## src/rtl/video_timing_gen.sv

```systemverilog
// Parametrised raster timing generator: sync/blank/strobe decode plus a
// pixel-replicating framebuffer address engine, all advanced by pix_en.
module video_timing_gen #(
  parameter int H_ACTIVE = 800,
  parameter int H_FP     = 40,
  parameter int H_SYNC   = 128,
  parameter int H_BP     = 88,
  parameter int V_ACTIVE = 600,
  parameter int V_FP     = 1,
  parameter int V_SYNC   = 4,
  parameter int V_BP     = 23,
  parameter bit H_POL    = 1'b1,
  parameter bit V_POL    = 1'b1,
  parameter int H_SHIFT  = 1,
  parameter int V_SHIFT  = 1,
  parameter int CW       = 11,
  parameter int AW       = 19
) (
  input  logic          clk,
  input  logic          rst_n,
  input  logic          pix_en,
  input  logic [AW-1:0] fb_base,
  output logic          h_sync,
  output logic          v_sync,
  output logic          h_blank,
  output logic          v_blank,
  output logic          blank,
  output logic          frame_start,
  output logic          line_start,
  output logic [CW-1:0] x,
  output logic [CW-1:0] y,
  output logic [AW-1:0] addr
);

  localparam int H_TOTAL = H_ACTIVE + H_FP + H_SYNC + H_BP;
  localparam int V_TOTAL = V_ACTIVE + V_FP + V_SYNC + V_BP;
  localparam int HSW     = (H_SHIFT > 0) ? H_SHIFT : 1;
  localparam int VSW     = (V_SHIFT > 0) ? V_SHIFT : 1;

  // Compare constants carry one extra bit so a total of exactly 2^CW still fits.
  localparam logic [CW:0] H_ACT_END  = (CW+1)'(H_ACTIVE);
  localparam logic [CW:0] H_SYNC_BEG = (CW+1)'(H_ACTIVE + H_FP);
  localparam logic [CW:0] H_SYNC_END = (CW+1)'(H_ACTIVE + H_FP + H_SYNC);
  localparam logic [CW:0] H_LAST     = (CW+1)'(H_TOTAL - 1);
  localparam logic [CW:0] V_ACT_END  = (CW+1)'(V_ACTIVE);
  localparam logic [CW:0] V_SYNC_BEG = (CW+1)'(V_ACTIVE + V_FP);
  localparam logic [CW:0] V_SYNC_END = (CW+1)'(V_ACTIVE + V_FP + V_SYNC);
  localparam logic [CW:0] V_LAST     = (CW+1)'(V_TOTAL - 1);

  // With a shift of 0 the max is 0, so the sub-counter sits at 0 and every step replicates once.
  localparam logic [HSW-1:0] H_SUB_MAX = HSW'((1 << H_SHIFT) - 1);
  localparam logic [VSW-1:0] V_SUB_MAX = VSW'((1 << V_SHIFT) - 1);
  localparam logic [AW-1:0]  STRIDE    = AW'(H_ACTIVE >> H_SHIFT);

  logic [CW-1:0]  h_cnt, v_cnt;
  logic [CW:0]    h_ext, v_ext;
  logic [AW-1:0]  line_base, src_addr, next_line;
  logic [HSW-1:0] h_sub;
  logic [VSW-1:0] v_sub;
  logic           h_act, v_act, h_in_sync, v_in_sync;
  logic           h_last, v_last, frame_end;

  assign h_ext     = {1'b0, h_cnt};
  assign v_ext     = {1'b0, v_cnt};
  assign h_act     = h_ext < H_ACT_END;
  assign v_act     = v_ext < V_ACT_END;
  assign h_in_sync = (h_ext >= H_SYNC_BEG) && (h_ext < H_SYNC_END);
  assign v_in_sync = (v_ext >= V_SYNC_BEG) && (v_ext < V_SYNC_END);
  assign h_last    = h_ext == H_LAST;
  assign v_last    = v_ext == V_LAST;
  assign frame_end = h_last && v_last;
  assign next_line = line_base + STRIDE;

  always_ff @(posedge clk or negedge rst_n) begin
    if (!rst_n) begin
      h_cnt <= '0;
      v_cnt <= '0;
    end else if (pix_en) begin
      if (h_last) begin
        h_cnt <= '0;
        v_cnt <= v_last ? '0 : v_cnt + CW'(1);
      end else begin
        h_cnt <= h_cnt + CW'(1);
      end
    end
  end

  // fb_base is only looked at on the last pixel, so mid-frame changes wait a frame.
  always_ff @(posedge clk or negedge rst_n) begin
    if (!rst_n) begin
      line_base <= '0;
      src_addr  <= '0;
      h_sub     <= '0;
      v_sub     <= '0;
    end else if (pix_en) begin
      if (frame_end) begin
        line_base <= fb_base;
        src_addr  <= fb_base;
        h_sub     <= '0;
        v_sub     <= '0;
      end else if (h_act && v_act) begin
        if (h_sub == H_SUB_MAX) begin
          h_sub    <= '0;
          src_addr <= src_addr + AW'(1);
        end else begin
          h_sub <= h_sub + HSW'(1);
        end
      end else if (h_last && v_act) begin
        h_sub <= '0;
        if (v_sub == V_SUB_MAX) begin
          v_sub     <= '0;
          line_base <= next_line;
          src_addr  <= next_line;
        end else begin
          v_sub    <= v_sub + VSW'(1);
          src_addr <= line_base;
        end
      end
    end
  end

  always_ff @(posedge clk or negedge rst_n) begin
    if (!rst_n) begin
      h_sync      <= ~H_POL;
      v_sync      <= ~V_POL;
      h_blank     <= 1'b1;
      v_blank     <= 1'b1;
      blank       <= 1'b1;
      frame_start <= 1'b0;
      line_start  <= 1'b0;
      x           <= '0;
      y           <= '0;
      addr        <= '0;
    end else if (pix_en) begin
      h_sync      <= h_in_sync ? H_POL : ~H_POL;
      v_sync      <= v_in_sync ? V_POL : ~V_POL;
      h_blank     <= ~h_act;
      v_blank     <= ~v_act;
      blank       <= ~(h_act && v_act);
      frame_start <= (h_cnt == '0) && (v_cnt == '0);
      line_start  <= h_cnt == '0;
      x           <= h_cnt;
      y           <= v_cnt;
      addr        <= src_addr;
    end
  end

endmodule
```

## config.mk

```make
export PLATFORM = sky130hd
export DESIGN_NAME = video_timing_gen
export DESIGN_NICKNAME = d
export VERILOG_FILES = /design/src/rtl/video_timing_gen.sv
export SDC_FILE = /design/constraint.sdc
export NUM_CORES = 1
export LEC_CHECK = 0
export ABC_CLOCK_PERIOD_IN_PS = 5500
export CORE_ASPECT_RATIO = 1.5
export CORE_MARGIN = 5
export CORE_UTILIZATION = 50
export DETAILED_ROUTE_END_ITERATION = 10
export DONT_BUFFER_PORTS = 1
export HOLD_SLACK_MARGIN = 0.15
export PLACE_DENSITY = 0.62
export SLEW_MARGIN = 30
export SYNTH_ARGS = -nofsm -noshare
export SYNTH_HDL_FRONTEND = slang
export SYNTH_SLANG_ARGS = --single-unit
```

## constraint.sdc

```tcl
create_clock -name clk -period 5.5 [get_ports clk]
set_input_delay 0.825 -clock clk [delete_from_list [all_inputs] [get_ports clk]]
set_output_delay 0.825 -clock clk [all_outputs]
set_load 0.01 [all_outputs]
```

==> results.json <==
{
  "status": "finished clean",
  "period_minus_slack_ps": 2930,
  "firstDrtPassIters": 6,
  "layout-drive-gt1-share": 0.162,
  "synthXorXnorAreaFrac": 0.0439,
  "initial_core_util": 0.503,
  "path_clk_slew_ps": 70,
  "placed_cell_area_sq_um": 5990,
  "p_per_area_nw_per_um2": 300,
  "synth-async-reset-ratio": 1.00,
  "synth_edf_count": 0,
  "core-area_sq_um": 11900,
  "vdd_drop_max_mv": 0.198,
  "fmaxAchievable_mhz": 342,
  "critPathLaunch": "v_cnt[0]",
  "reg2reg_to": "line_base[4]",
  "vias": 4702,
  "crit_type": "reg2reg",
  "setup_tns_ps": 0,
  "final_area_sq_um": 6280,
  "viasPerCell": 6.68,
  "finalMaxSlewViolations": 0,
  "place_congestion": 0.944,
  "grt_pass1_wl_microns": 26000,
  "design.portCount": 70,
  "synth_compound_area_frac": 0.177,
  "netlist_area_sq_um": 5980,
  "cts_buffer_depth": 2,
  "antenna_found_initial": 1,
  "rsz0062_at_grt": "false",
  "grt_use_total": 0.232,
  "ys_ff_latch": 110,
  "hpwl_microns": 11400,
  "r2r-start": "v_cnt[0]",
  "drc": 0,
  "root_buffer": "clkbuf_16",
  "worst_pin_slew_ps": 939,
  "crit_fanout": 17,
  "synthAdderAreaFrac": 0.0146,
  "critPathCapture": "line_base[4]",
  "syn_inst": 572,
  "finalSetupViolations": 0,
  "arrival_ps": 3170,
  "fin_crit_sh": 0.532,
  "critPathLaunchType": "register",
  "ant_nets": 0,
  "grt_pass1_vias": 4711,
  "antenna_cells": 0,
  "leakage_nw": 2.57,
  "cap_violations": 0,
  "place_ws_ps": 2610,
  "ys_types": 76,
  "muxShareOfSynthArea": 0.0952,
  "dieArea_sq_um": 14300,
  "synth_nets": 601,
  "ff2ff_path_depth": 6,
  "post_drt_wl_per_cell_microns": 23.3,
  "numCtsBuffers": 9,
  "post_cts_buffers": 0,
  "hold_violations": 0,
  "clock_skew_ps": 6.51,
  "avgSynthCellArea_sq_um": 10.5,
  "clock_latency_ps": 350,
  "htreeDepth": 3,
  "port_buffers": 0,
  "synth_top_family_by_area": "compound AO/OA/AOI/OAI gates",
  "finalWirelength_microns": 16400,
  "cts.sinks": 110,
  "synth-main-ff-cell": "dfrtp_1",
  "cts_tree": "built",
  "first_iter_violations": 344,
  "globalRouteOverflowTotal": 0,
  "required_ps": 5740,
  "cp-end-kind": "register",
  "synth_simple_gate_area_frac": 0.163,
  "layout_setup_ws_ps": 2570,
  "yosysSeqAreaShare": 0.461,
  "grt_max_degree": 111,
  "fp.dieW_microns": 99.3,
  "yosys_warnings": 0,
  "worst-r2r-setup-slack_ps": 2570,
  "nets": 575,
  "slew_headroom": 0.374,
  "rows": 49,
  "syn_to_final_growth_pct": 5.02,
  "hold_path_class": "in2async",
  "die_h_microns": 144
}
## layer usage
| layer | part of all wire | up-vias | track usage |
|---|---|---|---|
| met5 | 0.00067 | - | 0 |
| met3 | 0.067 | 47 | 0.0563 |
| met1 | 0.38 | 2357 | 0.267 |
| li1 | - | 2109 | - |
| met4 | 0.035 | 2 | 0.0957 |
| met2 | 0.51 | 187 | 0.411 |
## flip-flops by register name, summed over array words and instances (netlist names)
signal	cells
frame_start	1
v_sub	1
h_sync	1
h_cnt	11
line_start	1
addr	19
src_addr	19
blank	1
v_blank	1
y	11
line_base	19
v_sync	1
x	11
v_cnt	11
h_sub	1
h_blank	1
## per-stage QoR
step | utilization | hold WS (ps) | std cells | power (mW)
6_report | 0.528 | 164 | 704 | 1.88
5_1_grt | 0.528 | 151 | 704 | 1.97
4_1_cts | 0.526 | 157 | 702 | 1.89
3_5_place_dp | 0.503 | 469 | 686 | 1.27
3_3_place_gp | 0.503 | 452 | 686 | 1.26
2_1_floorplan | - | 439 | 572 | 1.21
## power breakdown
group / leakage [nW] / switching [mW] / internal, mW
Combinational: 1.06 / 0.0969 / 0.122
Clock: 0.127 / 0.311 / 0.312
Sequential: 1.39 / 0.142 / 0.899
Total: 2.57 / 0.549 / 1.33
## cell type report
type	instances	area, sq um
well taps	153	191
clock buffers	11	233
multi-input cells	404	2960
clock inverters	5	41.3
inverters	17	63.8
fillers	1108	5610
flip-flops and latches	110	2760
repair buffers	4	35.0
## cells in the final DEF (no fill, tap or decap), types with 4 or more instances in the layout
cell / instances
nor2_1: 22
and3_1: 9
nand4_1: 18
and4_1: 7
or4_1: 6
xnor2_1: 18
o21ai_0: 35
o31ai_1: 8
o22ai_1: 6
a221oi_1: 4
o211ai_1: 11
mux2_2: 47
nand2_1: 31
nor4_1: 9
nor3_1: 11
xor2_1: 12
a211oi_1: 8
dfrtp_1: 107
a21oi_1: 10
o21a_1: 4
or3_1: 8
mux2i_1: 4
ha_1: 7
nand3_1: 36
inv_1: 17
a22o_1: 7
clkbuf_16: 9
## worst max-delay path: stages (launching register included)
cell and delay (ps):
dfrtp_1 470, ha_1 280, and4_1 220, nand4_1 550
a21oi_2 830, o21ai_0 200, a22o_1 260
## cell usage after synthesis, types with 9 or more instances
cell type	number	area (sq um)
a21oi_1	10	50.1
and3_1	9	56.3
buf_2	25	125
dfrtp_1	107	2680
inv_1	17	63.8
mux2_2	47	529
nand2_1	31	116
nand3_1	36	180
nand4_1	18	113
nor2_1	22	82.6
nor3_1	11	55.1
nor4_1	9	56.3
o211ai_1	11	82.6
o21ai_0	35	175
xnor2_1	18	158
xor2_1	12	105
## cells by family after synthesis
logic type	after synthesis
buf+inv	58
fa+ha+maj	7
flops	110
compound gates	143
xor+xnor	30
simple gates	173
mux	51
## worst min path at each step
stage               cells after the start       endpoint
finish                                  0          v_sub
global route                            0   line_base[4]
CTS                                     0  line_base[15]
detailed placement                      1   line_base[0]
global placement                        1   line_base[0]
floorplan                               2   line_base[1]
## timing repair
item                                    4_1_cts  5_1_grt
endpoints found under the hold margin         0       13
resized for setup                             0        0
endpoints found under the setup margin        0        0
hold buffers                                  0        2
Power figures use the tool's default switching activity.
